$ cat src/rtl/can_pkg.sv
// Shared CAN message types and field widths.
package can_pkg;

  localparam int CAN_ID_WIDTH   = 11;
  localparam int CAN_DLC_WIDTH  = 4;
  localparam int CAN_DATA_WIDTH = 64;

  typedef struct packed {
    logic [CAN_ID_WIDTH-1:0]   identifier;
    logic [CAN_DLC_WIDTH-1:0]  dlc;
    logic [CAN_DATA_WIDTH-1:0] data;
    logic                      frame_type;
  } can_msg_t;

endpackage

$ cat src/rtl/tx_slot_select.sv
// Picks which of two slots to present: lowest identifier, slot 0 on a tie.
module tx_slot_select
  import can_pkg::*;
(
  input  logic [1:0]              valid,
  input  logic [CAN_ID_WIDTH-1:0] id0,
  input  logic [CAN_ID_WIDTH-1:0] id1,
  output logic                    sel
);

  always_comb begin
    sel = 1'b0;
    unique case (valid)
      2'b10:   sel = 1'b1;
      2'b11:   sel = (id1 < id0);
      default: sel = 1'b0;
    endcase
  end

endmodule

$ cat src/rtl/tx_message_buffer.sv
// Two-slot CAN transmit buffer with priority selection, retries
// and abort handling.
module tx_message_buffer
  import can_pkg::*;
#(
  parameter int unsigned MAX_RETRIES = 8
)(
  input  logic                      clock,
  input  logic                      reset_n,
  input  logic                      enable,
  input  logic                      write_request,
  input  logic                      write_frame_type,
  input  logic [CAN_ID_WIDTH-1:0]   write_identifier,
  input  logic [CAN_DLC_WIDTH-1:0]  write_dlc,
  input  logic [CAN_DATA_WIDTH-1:0] write_data,
  input  logic                      abort_request,
  output logic                      write_accepted,
  output logic                      write_overflow,
  output logic                      buffer_full,
  output logic                      tx_request,
  output logic [CAN_ID_WIDTH-1:0]   tx_identifier,
  output logic [CAN_DLC_WIDTH-1:0]  tx_dlc,
  output logic [CAN_DATA_WIDTH-1:0] tx_data,
  output logic [0:0]                tx_frame_type,
  input  logic                      tx_start,
  input  logic                      tx_done,
  input  logic                      tx_arbitration_lost,
  input  logic                      tx_error,
  output logic                      tx_complete,
  output logic                      tx_failed,
  output logic                      tx_aborted
);

  typedef enum logic [1:0] {
    S_IDLE,
    S_REQUEST,
    S_ACTIVE
  } tx_state_t;

  tx_state_t state_q, state_d;

  logic [1:0] valid_q, valid_d;
  can_msg_t   msg_q [2];
  can_msg_t   msg_d [2];
  logic [3:0] retry_q [2];
  logic [3:0] retry_d [2];
  logic       abort_q, abort_d;
  logic       act_q, sel_q, nsel;
  can_msg_t   fields_q;

  logic acc_d, ovf_d, cmp_d, fail_d, abt_d;
  logic pend, outcome;
  logic [3:0] retry_inc;
  can_msg_t   wmsg;

  assign outcome = tx_done | tx_error | tx_arbitration_lost;
  assign wmsg    = '{write_identifier, write_dlc,
                     write_data, write_frame_type};

  // Slot bookkeeping: frees from the current cycle land before the write
  always_comb begin
    valid_d   = valid_q;
    msg_d     = msg_q;
    retry_d   = retry_q;
    abort_d   = abort_q;
    acc_d     = 1'b0;
    ovf_d     = 1'b0;
    cmp_d     = 1'b0;
    fail_d    = 1'b0;
    abt_d     = 1'b0;
    pend      = abort_q | abort_request;
    retry_inc = retry_q[act_q] + 4'd1;
    unique case (state_q)
      S_ACTIVE: begin
        if (abort_request) valid_d[~act_q] = 1'b0;
        if (tx_done) begin
          valid_d[act_q] = 1'b0;
          cmp_d          = 1'b1;
          abort_d        = 1'b0;
        end else if (tx_error || tx_arbitration_lost) begin
          abort_d = 1'b0;
          if (pend) begin
            valid_d[act_q] = 1'b0;
            abt_d          = 1'b1;
          end else if (tx_error) begin
            retry_d[act_q] = retry_inc;
            if (retry_inc == 4'(MAX_RETRIES)) begin
              valid_d[act_q] = 1'b0;
              fail_d         = 1'b1;
            end
          end
        end else if (abort_request) begin
          abort_d = 1'b1;
        end
      end
      default: begin
        if (abort_request) begin
          valid_d = '0;
          abt_d   = 1'b1;
        end
      end
    endcase
    if (write_request) begin
      if (!valid_d[0]) begin
        valid_d[0] = 1'b1;
        msg_d[0]   = wmsg;
        retry_d[0] = '0;
        acc_d      = 1'b1;
      end else if (!valid_d[1]) begin
        valid_d[1] = 1'b1;
        msg_d[1]   = wmsg;
        retry_d[1] = '0;
        acc_d      = 1'b1;
      end else begin
        ovf_d = 1'b1;
      end
    end
  end

  // Selection looks at next-cycle slots so fields track tx_request
  tx_slot_select u_sel (
    .valid (valid_d),
    .id0   (msg_d[0].identifier),
    .id1   (msg_d[1].identifier),
    .sel   (nsel)
  );

  always_ff @(posedge clock or negedge reset_n) begin
    if (!reset_n) state_q <= S_IDLE;
    else if (!enable) state_q <= S_IDLE;
    else state_q <= state_d;
  end

  always_comb begin
    state_d = state_q;
    unique case (state_q)
      S_IDLE: begin
        if (|valid_d) state_d = S_REQUEST;
      end
      S_REQUEST: begin
        if (~|valid_d) state_d = S_IDLE;
        else if (tx_start && !abort_request) state_d = S_ACTIVE;
      end
      S_ACTIVE: begin
        if (outcome) state_d = (|valid_d) ? S_REQUEST : S_IDLE;
      end
      default: state_d = S_IDLE;
    endcase
  end

  always_comb begin
    tx_request    = (state_q == S_REQUEST);
    tx_identifier = fields_q.identifier;
    tx_dlc        = fields_q.dlc;
    tx_data       = fields_q.data;
    tx_frame_type = fields_q.frame_type;
    buffer_full   = &valid_q;
  end

  always_ff @(posedge clock or negedge reset_n) begin
    if (!reset_n) begin
      valid_q        <= '0;
      msg_q[0]       <= '0;
      msg_q[1]       <= '0;
      retry_q[0]     <= '0;
      retry_q[1]     <= '0;
      abort_q        <= 1'b0;
      act_q          <= 1'b0;
      sel_q          <= 1'b0;
      fields_q       <= '0;
      write_accepted <= 1'b0;
      write_overflow <= 1'b0;
      tx_complete    <= 1'b0;
      tx_failed      <= 1'b0;
      tx_aborted     <= 1'b0;
    end else if (!enable) begin
      valid_q        <= '0;
      msg_q[0]       <= '0;
      msg_q[1]       <= '0;
      retry_q[0]     <= '0;
      retry_q[1]     <= '0;
      abort_q        <= 1'b0;
      act_q          <= 1'b0;
      sel_q          <= 1'b0;
      fields_q       <= '0;
      write_accepted <= 1'b0;
      write_overflow <= 1'b0;
      tx_complete    <= 1'b0;
      tx_failed      <= 1'b0;
      tx_aborted     <= 1'b0;
    end else begin
      valid_q        <= valid_d;
      msg_q[0]       <= msg_d[0];
      msg_q[1]       <= msg_d[1];
      retry_q[0]     <= retry_d[0];
      retry_q[1]     <= retry_d[1];
      abort_q        <= abort_d;
      write_accepted <= acc_d;
      write_overflow <= ovf_d;
      tx_complete    <= cmp_d;
      tx_failed      <= fail_d;
      tx_aborted     <= abt_d;
      if (state_q == S_REQUEST && state_d == S_ACTIVE)
        act_q <= sel_q;
      // Fields freeze during ACTIVE; re-pick whenever we will request
      if (state_d == S_REQUEST) begin
        sel_q    <= nsel;
        fields_q <= msg_d[nsel];
      end
    end
  end

endmodule

$ cat config.mk
export PLATFORM = sky130hd
export DESIGN_NAME = tx_message_buffer
export DESIGN_NICKNAME = d
export VERILOG_FILES = /design/src/rtl/can_pkg.sv /design/src/rtl/tx_slot_select.sv /design/src/rtl/tx_message_buffer.sv
export SDC_FILE = /design/constraint.sdc
export NUM_CORES = 1
export LEC_CHECK = 0
export CAP_MARGIN = 10
export CORE_UTILIZATION = 38
export DETAILED_ROUTE_END_ITERATION = 12
export GPL_TIMING_DRIVEN = 0
export SLEW_MARGIN = 20
export SYNTH_ARGS = -nofsm -noshare
export SYNTH_HDL_FRONTEND = slang
export SYNTH_SLANG_ARGS = --single-unit
$ cat constraint.sdc
create_clock -name clock -period 7 [get_ports clock]
set_input_delay 0.7 -clock clock [delete_from_list [all_inputs] [get_ports clock]]
set_output_delay 0.7 -clock clock [all_outputs]
set_load 0.01 [all_outputs]
==> insert_results.sql, run 1 <==
INSERT INTO impl_metrics (metric_group, metric, value, unit) VALUES
('placed_design', 'io_buffers', '173', ''),
('die', 'chipWidth', '175', 'um'),
('flow_run', 'maxCapViolations', '0', ''),
('critical_path', 'timing.critical_path.fanout_max', '10', ''),
('routing', 'ant_nets', '0', ''),
('clocking', 'tritoncts', 'yes', ''),
('synth', 'synthesis.area_per_instance', '11.7', 'um^2'),
('sta', 'final-max-slew-violation-count', '0', ''),
('die', 'die-area', '30500', 'um^2'),
('sta', 'timing.final.hold_violations', '0', ''),
('sta', 'fin_setup_tns', '0', 'ps'),
('die', 'coreArea', '29000', 'um^2'),
('placed_design', 'gpl_wtd_cong', '0.799', ''),
('synth', 'yosysUniqueCellTypes', '58', ''),
('critical_path', 'sort_of_element_at_the_start_of_the_critical_path', 'flip-flop', ''),
('routing', 'drtPass1Iterations', '4', ''),
('cells_and_area', 'post-route-util', '0.504', ''),
('clocking', 'cts-root-to-sink-buffers', '3', ''),
('cells_and_area', 'most-common-layout-cells', 'dfrtp_1 (260), nor2_1 (179), clkdlybuf4s50_1 (172), mux2i_1 (158), nand2_1 (79)', ''),
('routing', 'routed_wirelength', '29500', 'um'),
('placed_design', 'place_inst', '1525', ''),
('critical_path', 'worst-endpoint-required', '7370', 'ps'),
('synth', 'synth_ff_type', 'dfrtp_1', ''),
('cells_and_area', 'flow.area_growth_from_synthesis', '29.0', '%'),
('clocking', 'cts-root-buf', 'clkbuf_16', ''),
('global_route', 'first_pass_grt_wire_length', '47100', 'um'),
('placed_design', 'placedInstanceArea', '13600', 'um^2'),
('routing', 'wl_per_cell', '18.7', 'um'),
('sta', 'max_slew.worst_pin.slew', '1030', 'ps'),
('clocking', 'clock_insertion_delay_worst_skew', '540', 'ps'),
('critical_path', 'max_stage_delay', '560', 'ps'),
('synth', 'synth.ff_latch_count', '260', ''),
('die', 'start_util', '0.391', ''),
('global_route', 'first_global_vias', '8500', ''),
('sta', 'number_of_setup_violations_in_the_final_report', '0', ''),
('power_and_ir_drop', 'max-vdd-ir-drop', '0.150', 'mV'),
('critical_path', 'timing.critical_path.slowest_stage_cell', 'o211ai_1', ''),
('synth', 'syn_inst', '965', ''),
('critical_path', 'timing.critical_path.cells', 'buf_4 -> buf_6 -> mux2_2 -> ha_1 -> nand3b_1 -> mux2i_1 -> nand4_2 -> a221oi_4 -> buf_2 -> mux2_2 -> ha_1 -> a21o_1 -> a21o_1 -> a221oi_1 -> nor3b_1 -> mux2i_1 -> o21a_1 -> o211ai_1 -> buf_6 -> clkbuf_1 -> o221ai_1', ''),
('sta', 'fmax', '0.155', 'GHz'),
('global_route', 'antenna_found_initial', '2', ''),
('clocking', 'tritoncts.num_buffers', '28', ''),
('cells_and_area', 'stdcell_area', '14600', 'um^2'),
('clocking', 'cts-htree-levels', '1', ''),
('die', 'count_of_pins_on_the_block_boundary', '176', ''),
('synth', 'sequential_share_of_the_synthesized_area', '0.574', ''),
('routing', 'drc_errors', '0', ''),
('cells_and_area', 'layout.cells.most_common', 'dfrtp_1', ''),
('clocking', 'clk_transition_reported_paths', '60', 'ps'),
('critical_path', 'worst-endpoint-arrival', '6820', 'ps'),
('cells_and_area', 'insertedDiodeCount', '0', ''),
('routing', 'drt_first_iter_violations', '469', ''),
('critical_path', 'end_kind', 'flip-flop', ''),
('placed_design', 'dp.final_hpwl', '19900', 'um'),
('cells_and_area', 'final_cells', '1579', ''),
('synth', 'postSynthNetCount', '1066', ''),
('power_and_ir_drop', 'power_leakage', '0.00665', 'uW'),
('sta', 'timing.max_slew.rel_slack', '0.308', ''),
('critical_path', 'critical_path_class', 'flip-flop to flip-flop', ''),
('sta', 'clock-skew-final', '15.3', 'ps'),
('clocking', 'numClockSinks', '260', ''),
('sta', 'timing.final.crit_period', '6450', 'ps'),
('sta', 'final_cycle_utilization_of_the_critical_path', '0.921', ''),
('cells_and_area', 'final_nets', '1276', ''),
('cells_and_area', 'drive_above_1_share', '0.0996', ''),
('global_route', 'grt_usage', '0.194', ''),
('sta', 'unrepaired_setup_endpoints_after_global_routing', 'no', ''),
('global_route', 'grt_max_degree', '95', ''),
('synth', 'postSynth.asyncResetShare', '1.00', ''),
('synth', 'synth-edff-count', '0', ''),
('routing', 'drt-vias-per-instance', '5.17', ''),
('synth', 'synth-warning-count', '0', ''),
('outcome', 'status', 'completed', ''),
('die', 'std_cell_rows', '62', ''),
('hold_path', 'holdCritPathClass', 'primary input to asynchronous set/reset pin', ''),
('die', 'die_height', '175', 'um'),
('synth', 'mappedNetlistArea', '11300', 'um^2'),
('global_route', 'global_route_total_overflow', '0', ''),
('routing', 'vias', '8162', ''),
('power_and_ir_drop', 'pwr_density', '247', 'nW/um^2'),
('sta', 'finalHoldWorstSlack', '133', 'ps');
-- cells in the mapped netlist (all sizes together) (3+ instances only) --
cell type	instances	share of area
inv	4	0.0013
nand4	3	0.0022
nor2	179	0.059
a21o	4	0.0026
nand3	5	0.0022
a21oi	16	0.0071
mux2i	158	0.14
dfrtp	260	0.57
clkbuf	50	0.017
ha	12	0.013
o211ai	5	0.0033
buf	18	0.010
mux2	13	0.013
o21ai	16	0.0071
and2	11	0.0061
nand2	79	0.026
o211a	3	0.0026
nor3b	4	0.0031
and3	4	0.0022
or4	4	0.0026
nor3	3	0.0013
o221ai	68	0.069
nand2b	4	0.0022
a22o	10	0.0077
-- sequential cells by signal (all words and copies together) (netlist names), 2 cells and up --
signal / count
tx_identifier: 11
tx_data: 64
msg_q: 160
state_q: 2
tx_dlc: 4
valid_q: 2
retry_q: 8
-- kinds of logic (layout without fill, tap and decap cells) --
family / count (synthesis) / count (layout) / synth area share
buf+inv: 73 / 303 / 0.0285
compound gates: 138 / 138 / 0.113
flops: 260 / 260 / 0.574
simple gates: 307 / 307 / 0.115
xor+xnor: 4 / 4 / 0.00309
mux: 171 / 171 / 0.152
fa+ha+maj: 12 / 12 / 0.0132
-- timing repair --
action	in CTS	in global routing
setup endpoints to repair	0	70
hold endpoints to repair	0	0
resized for setup	0	4
buffers inserted	0	4
hold buffers	0	0
-- final timing paths --
path | start | to | slack [ps] | depth (start not counted)
min in group clock | tx_data[43]$_DFFE_PN0P_ | tx_data[43]$_DFFE_PN0P_ | 490 | 2
max reg2reg | act_q$_DFFE_PN0P_ | tx_data[33]$_DFFE_PN0P_ | 550 | 21
max in group asynchronous | reset_n | tx_data[49]$_DFFE_PN0P_ | 5950 | 2
max | act_q$_DFFE_PN0P_ | tx_data[33]$_DFFE_PN0P_ | 550 | 21
min | reset_n | msg_q[154]$_DFF_PN0_ | 130 | 1
min reg2reg | tx_data[43]$_DFFE_PN0P_ | tx_data[43]$_DFFE_PN0P_ | 490 | 2
-- cell type report --
class                           instances  area [um^2]
Clock buffer                           40          847
Multi-Input combinational cell        632         4510
Sequential cell                       260         6510
Tap cell                              384          480
Clock inverter                         10          125
Fill cell                            2598        14400
Timing Repair Buffer                  180         1830
Buffer                                 68          307
Inverter                                5         18.8
-- stage by stage --
stage | power, uW | setup WS (ps)
after global routing | 3750 | 85.4
after floorplan | 1850 | 1680
after detailed placement | 2090 | -292
final | 3610 | 554
after global placement | 2090 | -6280
after CTS | 3650 | 154
-- power breakdown --
| part | switching (uW) | internal (uW) | total [uW] |
|---|---|---|---|
| combinational | 250 | 202 | 452 |
| sequential | 32.8 | 1580 | 1610 |
| clock | 603 | 945 | 1550 |
-- per-layer routing --
layer,share of wire,vias up,track usage
li1,-,3847,-
met1,0.47,4099,0.271
met2,0.47,185,0.316
met3,0.051,29,0.0376
met4,0.0095,2,0.0315
met5,0.00044,-,0
-- worst max-delay path, delay by kind of cell (launching register included) --
kind | cells | cell delay, ps
fa+ha+maj | 2 | 550
compound gates | 7 | 2120
flops | 1 | 320
buf+inv | 5 | 1420
mux | 4 | 1170
simple gates | 3 | 670
Power figures use the tool's default switching activity.
==> inputs of run 2 (changes only) <==
Settings changed: PLACE_DENSITY_LB_ADDON set to 0.08, RECOVER_POWER set to 50.
==> run 2 against run 1 <==
Compared with the run above:
- the flow now finishes with violations (capacitance limit, slew limit)
- routed wire length grew 0.48%
- sequential power about the same
- count of clock-buffer cells in the layout rose by 2
- sequential share of layout area down 0.13 points
- global-route usage up 0.52 points
- register-to-register slack worse by 50 ps
- worst setup slack got worse by 48 ps
- critical endpoint is now tx_data[30]$_DFFE_PN0P_
- first-iteration DRC count shrank 15%
- maximum frequency decreased by 0.74%
- clock power rose by 5%
==> insert_results.sql, run 2 (synthesized netlist as in run 1, its figures left out) <==
INSERT INTO impl_metrics (metric_group, metric, value, unit) VALUES
('outcome', 'status', 'finished with violations', ''),
('outcome', 'failed_checks', 'capacitance limit, slew limit', ''),
('sta', 'clock-skew-final', '11.3', 'ps'),
('hold_path', 'holdCritPathClass', 'flip-flop to flip-flop', ''),
('hold_path', 'hold_path_startpoint', 'tx_data[45]$_DFFE_PN0P_', ''),
('routing', 'drtPass1Iterations', '4', ''),
('die', 'std_cell_rows', '62', ''),
('placed_design', 'placedInstanceArea', '13600', 'um^2'),
('routing', 'ant_nets', '0', ''),
('global_route', 'first_pass_grt_wire_length', '48000', 'um'),
('cells_and_area', 'flow.area_growth_from_synthesis', '29.4', '%'),
('critical_path', 'max_stage_delay', '510', 'ps'),
('cells_and_area', 'drive_above_1_share', '0.0970', ''),
('sta', 'setup_ws', '506', 'ps'),
('cells_and_area', 'stdcell_area', '14700', 'um^2'),
('cells_and_area', 'most-common-layout-cells', 'dfrtp_1 (260), nor2_1 (179), mux2i_1 (158), clkdlybuf4s50_1 (131), nand2_1 (79)', ''),
('clocking', 'cts-htree-levels', '1', ''),
('cells_and_area', 'post-route-util', '0.505', ''),
('clocking', 'tritoncts', 'yes', ''),
('clocking', 'cts-root-buf', 'clkbuf_16', ''),
('sta', 'number_of_setup_violations_in_the_final_report', '0', ''),
('die', 'chipWidth', '175', 'um'),
('critical_path', 'end_kind', 'flip-flop', ''),
('clocking', 'tritoncts.num_buffers', '28', ''),
('placed_design', 'gpl_wtd_cong', '0.801', ''),
('power_and_ir_drop', 'pwr_density', '251', 'nW/um^2'),
('clocking', 'clk_transition_reported_paths', '60', 'ps'),
('die', 'die-area', '30500', 'um^2'),
('sta', 'timing.final.hold_violations', '0', ''),
('sta', 'final-max-slew-violation-count', '124', ''),
('routing', 'wl_per_cell', '18.8', 'um'),
('placed_design', 'place_inst', '1526', ''),
('critical_path', 'timing.critical_path.mode_cell', 'buf_4', ''),
('global_route', 'antenna_found_initial', '1', ''),
('flow_run', 'maxCapViolations', '2', ''),
('global_route', 'first_global_vias', '8360', ''),
('routing', 'drt-vias-per-instance', '5.19', ''),
('power_and_ir_drop', 'switching_share', '0.242', ''),
('critical_path', 'worst-endpoint-arrival', '6870', 'ps'),
('power_and_ir_drop', 'netSwitchingPower', '889', 'uW'),
('routing', 'drc_errors', '0', ''),
('cells_and_area', 'largest_register_ff_count', '160', ''),
('sta', 'unrepaired_setup_endpoints_after_global_routing', 'no', ''),
('critical_path', 'sort_of_element_at_the_start_of_the_critical_path', 'flip-flop', ''),
('sta', 'timing.final.crit_period', '6490', 'ps'),
('placed_design', 'io_buffers', '173', ''),
('critical_path', 'path_delay_family', 'compound AO/OA/AOI/OAI gates', ''),
('cells_and_area', 'final_nets', '1276', ''),
('critical_path', 'timing.critical_path.cells', 'buf_4 -> buf_6 -> mux2_2 -> ha_1 -> nand3b_1 -> mux2i_1 -> nand4_2 -> a221oi_4 -> buf_4 -> mux2_2 -> ha_1 -> and3_1 -> a221o_1 -> a221oi_1 -> nor3b_1 -> mux2i_1 -> o21a_1 -> o211ai_1 -> buf_4 -> clkbuf_1 -> o221ai_1', ''),
('global_route', 'grt_usage', '0.199', ''),
('sta', 'fmax', '0.154', 'GHz'),
('critical_path', 'regToRegStartpoint', 'act_q$_DFFE_PN0P_', ''),
('routing', 'drt_first_iter_violations', '400', ''),
('placed_design', 'dp.final_hpwl', '20100', 'um'),
('power_and_ir_drop', 'power_leakage', '0.00678', 'uW'),
('cells_and_area', 'final_cells', '1581', ''),
('routing', 'vias', '8201', ''),
('cells_and_area', 'largest_register', 'msg_q', ''),
('sta', 'timing.max_slew.rel_slack', '-1.12', ''),
('die', 'die_height', '175', 'um'),
('placed_design', 'preCtsSetupSlack', '-283', 'ps'),
('sta', 'final_cycle_utilization_of_the_critical_path', '0.928', ''),
('die', 'count_of_pins_on_the_block_boundary', '176', ''),
('critical_path', 'worst-path-buf-inv', '5', ''),
('clocking', 'numClockSinks', '260', ''),
('critical_path', 'critPathLaunch', 'act_q$_DFFE_PN0P_', ''),
('die', 'coreArea', '29000', 'um^2'),
('power_and_ir_drop', 'max-vdd-ir-drop', '0.169', 'mV'),
('die', 'start_util', '0.391', ''),
('critical_path', 'timing.critical_path.fanout_max', '10', ''),
('critical_path', 'worst-endpoint-required', '7380', 'ps'),
('critical_path', 'timing.critical_path.slowest_stage_cell', 'o211ai_1', ''),
('sta', 'max_slew.worst_pin.slew', '3180', 'ps'),
('power_and_ir_drop', 'sequentialPowerShare', '0.436', ''),
('clocking', 'cts-root-to-sink-buffers', '3', ''),
('routing', 'routed_wirelength', '29700', 'um'),
('global_route', 'global_route_total_overflow', '0', ''),
('sta', 'finalHoldWorstSlack', '484', 'ps'),
('critical_path', 'critical_path_class', 'flip-flop to flip-flop', ''),
('power_and_ir_drop', 'combinationalPowerShare', '0.121', ''),
('power_and_ir_drop', 'power.internal', '2790', 'uW'),
('global_route', 'grt_max_degree', '75', ''),
('power_and_ir_drop', 'clock_power_share', '0.443', ''),
('cells_and_area', 'layout.cells.most_common', 'dfrtp_1', ''),
('clocking', 'clock_insertion_delay_worst_skew', '540', 'ps');
[run 2: layer usage]
metal  vias to the layer above  GRT usage  wire, um
li1                       3857          -         -
met1                      4118      0.283     13800
met2                       187      0.313     13800
met3                        39     0.0376      1520
met4                         0     0.0460       587
met5                         -          0         0
[run 2: per-stage QoR]
| step | setup TNS (ps) | total power (uW) |
|---|---|---|
| 3_5_place_dp | -3670 | 2100 |
| 5_1_grt | 0 | 3840 |
| 2_1_floorplan | 0 | 1850 |
| 6_report | 0 | 3680 |
| 4_1_cts | 0 | 3740 |
| 3_3_place_gp | -1736970 | 2090 |
[run 2: layout make-up]
class,count,area [um^2]
Clock buffer,42,855
Buffer,68,307
Clock inverter,9,170
Antenna cell,1,2.50
Inverter,5,18.8
Sequential cell,260,6510
Timing Repair Buffer,180,1820
Tap cell,384,480
Fill cell,2674,14300
Multi-Input combinational cell,632,4510
[run 2: what timing repair did]
| item | in CTS | in global routing |
|---|---|---|
| setup endpoints to repair | 0 | 70 |
| hold buffers | 0 | 0 |
| gates resized for setup | 0 | 5 |
| buffers inserted | 0 | 3 |
[run 2: power by group through the flow]
stage	sequential [uW]	clock, uW	combinational, uW
after floorplan	1640	0	209
after global placement	1640	0	453
after detailed placement	1630	0	461
after CTS	1610	1670	463
after global routing	1610	1730	494
final	1610	1630	446
[run 2: worst paths after layout]
check,slack (ps),depth (start not counted),end
setup / recovery,510,21,tx_data[30]$_DFFE_PN0P_
hold / removal,480,2,tx_data[45]$_DFFE_PN0P_
setup reg to reg,510,21,tx_data[30]$_DFFE_PN0P_
hold reg to reg,480,2,tx_data[45]$_DFFE_PN0P_
max in group asynchronous,1380,4,msg_q[33]$_DFF_PN0_
min in group asynchronous,1210,1,msg_q[74]$_DFF_PN0_
[run 2: worst reg2reg max path, cell delays in order, from the launching register on]
cell,delay [ps]
dfrtp_1,320
buf_4,150
buf_6,160
mux2_2,350
ha_1,250
nand3b_1,170
mux2i_1,280
nand4_2,270
a221oi_4,440
buf_4,250
mux2_2,380
ha_1,310
and3_1,220
a221o_1,330
a221oi_1,430
nor3b_1,250
mux2i_1,130
o21a_1,180
o211ai_1,510
buf_4,270
clkbuf_1,490
o221ai_1,200
==> inputs of run 3 (changes only) <==
Settings changed: CORE_MARGIN set to 2.
==> run 3 against run 2 <==
Compared with the run above:
- critical endpoint is now tx_data[35]$_DFFE_PN0P_
- worst setup slack improved by 6.3 ps
- clock skew decreased by 5.0 ps
- utilization decreased by 1.0 points
- design area decreased by 0.44%
- the run still ends with capacitance limit, slew limit left
==> insert_results.sql, run 3 (synthesized netlist as in run 1, its figures left out) <==
INSERT INTO impl_metrics (metric_group, metric, value, unit) VALUES
('critical_path', 'end_kind', 'flip-flop', ''),
('cells_and_area', 'stdcell_area', '14600', 'um^2'),
('outcome', 'status', 'finished with violations', ''),
('critical_path', 'worst-endpoint-arrival', '6880', 'ps'),
('outcome', 'failed_checks', 'capacitance limit, slew limit', ''),
('critical_path', 'sort_of_element_at_the_start_of_the_critical_path', 'flip-flop', ''),
('placed_design', 'io_buffers', '173', ''),
('critical_path', 'critical_path_class', 'flip-flop to flip-flop', ''),
('global_route', 'grt_usage', '0.194', ''),
('die', 'count_of_pins_on_the_block_boundary', '176', ''),
('critical_path', 'timing.critical_path.fanout_max', '10', ''),
('cells_and_area', 'multiInputGateArea', '4510', 'um^2'),
('cells_and_area', 'largest_register_ff_count', '160', ''),
('critical_path', 'worst-path-buf-inv', '6', ''),
('power_and_ir_drop', 'p_total', '3580', 'uW'),
('sta', 'max_slew.worst_pin.slew', '3590', 'ps'),
('critical_path', 'timing.critical_path.slowest_stage_cell', 'clkbuf_1', ''),
('critical_path', 'crit_cells', '21', ''),
('clocking', 'numClockSinks', '260', ''),
('placed_design', 'gpl_wtd_cong', '0.798', ''),
('clocking', 'cts-root-to-sink-buffers', '3', ''),
('clocking', 'cts-root-buf', 'clkbuf_16', ''),
('sta', 'final_cycle_utilization_of_the_critical_path', '0.927', ''),
('die', 'die-area', '31200', 'um^2'),
('sta', 'clock-skew-final', '6.36', 'ps'),
('hold_path', 'holdPathStages', '2', ''),
('clocking', 'clk_transition_reported_paths', '60', 'ps'),
('cells_and_area', 'register_area', '6510', 'um^2'),
('cells_and_area', 'most-common-layout-cells', 'dfrtp_1 (260), nor2_1 (178), mux2i_1 (158), clkdlybuf4s50_1 (131), nand2_1 (79)', ''),
('routing', 'drt-vias-per-instance', '5.15', ''),
('hold_path', 'holdCritPathClass', 'flip-flop to flip-flop', ''),
('critical_path', 'timing.critical_path.mode_cell', 'mux2i_1', ''),
('cells_and_area', 'layout.cells.most_common', 'dfrtp_1', ''),
('flow_run', 'maxCapViolations', '3', ''),
('die', 'start_util', '0.384', ''),
('sta', 'timing.final.crit_period', '6490', 'ps'),
('cells_and_area', 'drive_above_1_share', '0.0985', ''),
('global_route', 'first_global_vias', '8548', ''),
('placed_design', 'dp.final_hpwl', '20400', 'um'),
('clocking', 'clock_insertion_delay_worst_skew', '540', 'ps'),
('cells_and_area', 'final_nets', '1278', ''),
('routing', 'routed_wirelength', '30000', 'um'),
('clocking', 'holdBufCountCts', '0', ''),
('placed_design', 'placedInstanceArea', '13600', 'um^2'),
('sta', 'unrepaired_setup_endpoints_after_global_routing', 'no', ''),
('power_and_ir_drop', 'power_leakage', '0.00675', 'uW'),
('clocking', 'tritoncts', 'yes', ''),
('routing', 'ant_nets', '0', ''),
('power_and_ir_drop', 'max-vdd-ir-drop', '0.163', 'mV'),
('critical_path', 'timing.critical_path.cells', 'buf_4 -> buf_6 -> mux2_2 -> ha_1 -> nand3_1 -> mux2i_1 -> a32oi_1 -> clkbuf_1 -> clkbuf_2 -> mux2i_1 -> ha_1 -> and3_1 -> a221o_1 -> a221oi_1 -> nor3b_1 -> mux2i_1 -> o21a_1 -> o211ai_1 -> buf_4 -> clkbuf_1 -> o221ai_1', ''),
('global_route', 'global_route_total_overflow', '0', ''),
('routing', 'wl_per_cell', '18.9', 'um'),
('routing', 'drtPass1Iterations', '4', ''),
('sta', 'number_of_setup_violations_in_the_final_report', '0', ''),
('global_route', 'grt_max_degree', '71', ''),
('cells_and_area', 'layout.filler_cells', '2764', ''),
('power_and_ir_drop', 'pwr_density', '245', 'nW/um^2'),
('clocking', 'cts-htree-levels', '1', ''),
('critical_path', 'max_stage_delay', '660', 'ps'),
('critical_path', 'worst-endpoint-required', '7390', 'ps'),
('die', 'die_height', '177', 'um'),
('critical_path', 'path_delay_family', 'buffers and inverters', ''),
('routing', 'vias', '8186', ''),
('die', 'coreArea', '29500', 'um^2'),
('sta', 'fmax', '0.154', 'GHz'),
('sta', 'final-max-slew-violation-count', '206', ''),
('cells_and_area', 'post-route-util', '0.495', ''),
('critical_path', 'rr_worst_depth', '21', ''),
('sta', 'timing.final.hold_violations', '0', ''),
('die', 'chipWidth', '177', 'um'),
('routing', 'drt_first_iter_violations', '362', ''),
('die', 'std_cell_rows', '63', ''),
('routing', 'drc_errors', '0', ''),
('global_route', 'first_pass_grt_wire_length', '47700', 'um'),
('clocking', 'tritoncts.num_buffers', '29', ''),
('global_route', 'antenna_found_initial', '1', ''),
('cells_and_area', 'flow.area_growth_from_synthesis', '28.8', '%'),
('sta', 'timing.max_slew.rel_slack', '-1.39', ''),
('cells_and_area', 'largest_register', 'msg_q', '');
==> run 3: cell types whose count changed in the layout (fill, tap and decap cells not counted), sizes merged <==
cell / previous run / this run
clkinv: 5 / 7
diode: 1 / 2
clkbuf: 93 / 94
clkdlybuf4s25: 1 / 0
bufinv: 5 / 2
clkinvlp: 0 / 1
dlymetal6s2s: 0 / 1
inv: 4 / 5
==> run 3: worst min-delay path, stage by stage, from the launching register on <==
cell and delay, ps:
dfrtp_1 330, nand2_1 60, o221ai_2 50
==> run 3: repair_timing <==
action	CTS	global route
setup endpoints to repair	0	10
setup buffers	0	4
resized for setup	0	2
==> run 3: path summary, 6_finish.rpt <==
path,startpoint,endpoint,slack (ps)
worst max register to register,act_q$_DFFE_PN0P_,tx_data[35]$_DFFE_PN0P_,510
worst max-delay path,act_q$_DFFE_PN0P_,tx_data[35]$_DFFE_PN0P_,510
max in group asynchronous,reset_n,msg_q[20]$_DFF_PN0_,1300
worst min register to register,tx_data[42]$_DFFE_PN0P_,tx_data[42]$_DFFE_PN0P_,480
worst min-delay path,tx_data[42]$_DFFE_PN0P_,tx_data[42]$_DFFE_PN0P_,480
min in group asynchronous,reset_n,msg_q[154]$_DFF_PN0_,1360
==> run 3: layout make-up <==
type / count / area share
timing repair buffer: 181 / 0.124
sequential: 260 / 0.446
multi-input combinational: 632 / 0.309
buffer: 68 / 0.0209
antenna: 2 / 0.000343
tap: 390 / 0.0334
clock buffer: 42 / 0.0585
inverter: 5 / 0.00129
clock inverter: 10 / 0.00728
==> run 3: metrics by stage <==
step                hold WS (ps)  instances  setup slack [ps]  TNS (ps)
finish                       483       1590               513         0
CTS                          105       1584               217         0
global placement             474       1528             -6590  -1735010
global route                 516       1588              65.6         0
floorplan                    404        965              1680         0
detailed placement           478       1532              -225     -2050
==> run 3: power breakdown <==
| part | internal [uW] | switching (uW) |
|---|---|---|
| clock network | 915 | 616 |
| registers | 1580 | 31.9 |
| logic | 195 | 249 |
| total | 2690 | 897 |
==> run 3: layer usage <==
metal / up-vias / global-route usage / wire length, um
li1: 3857 / - / -
met3: 35 / 0.0432 / 1600
met5: - / 0 / 0
met4: 0 / 0.0396 / 573
met2: 167 / 0.315 / 14100
met1: 4127 / 0.269 / 13700
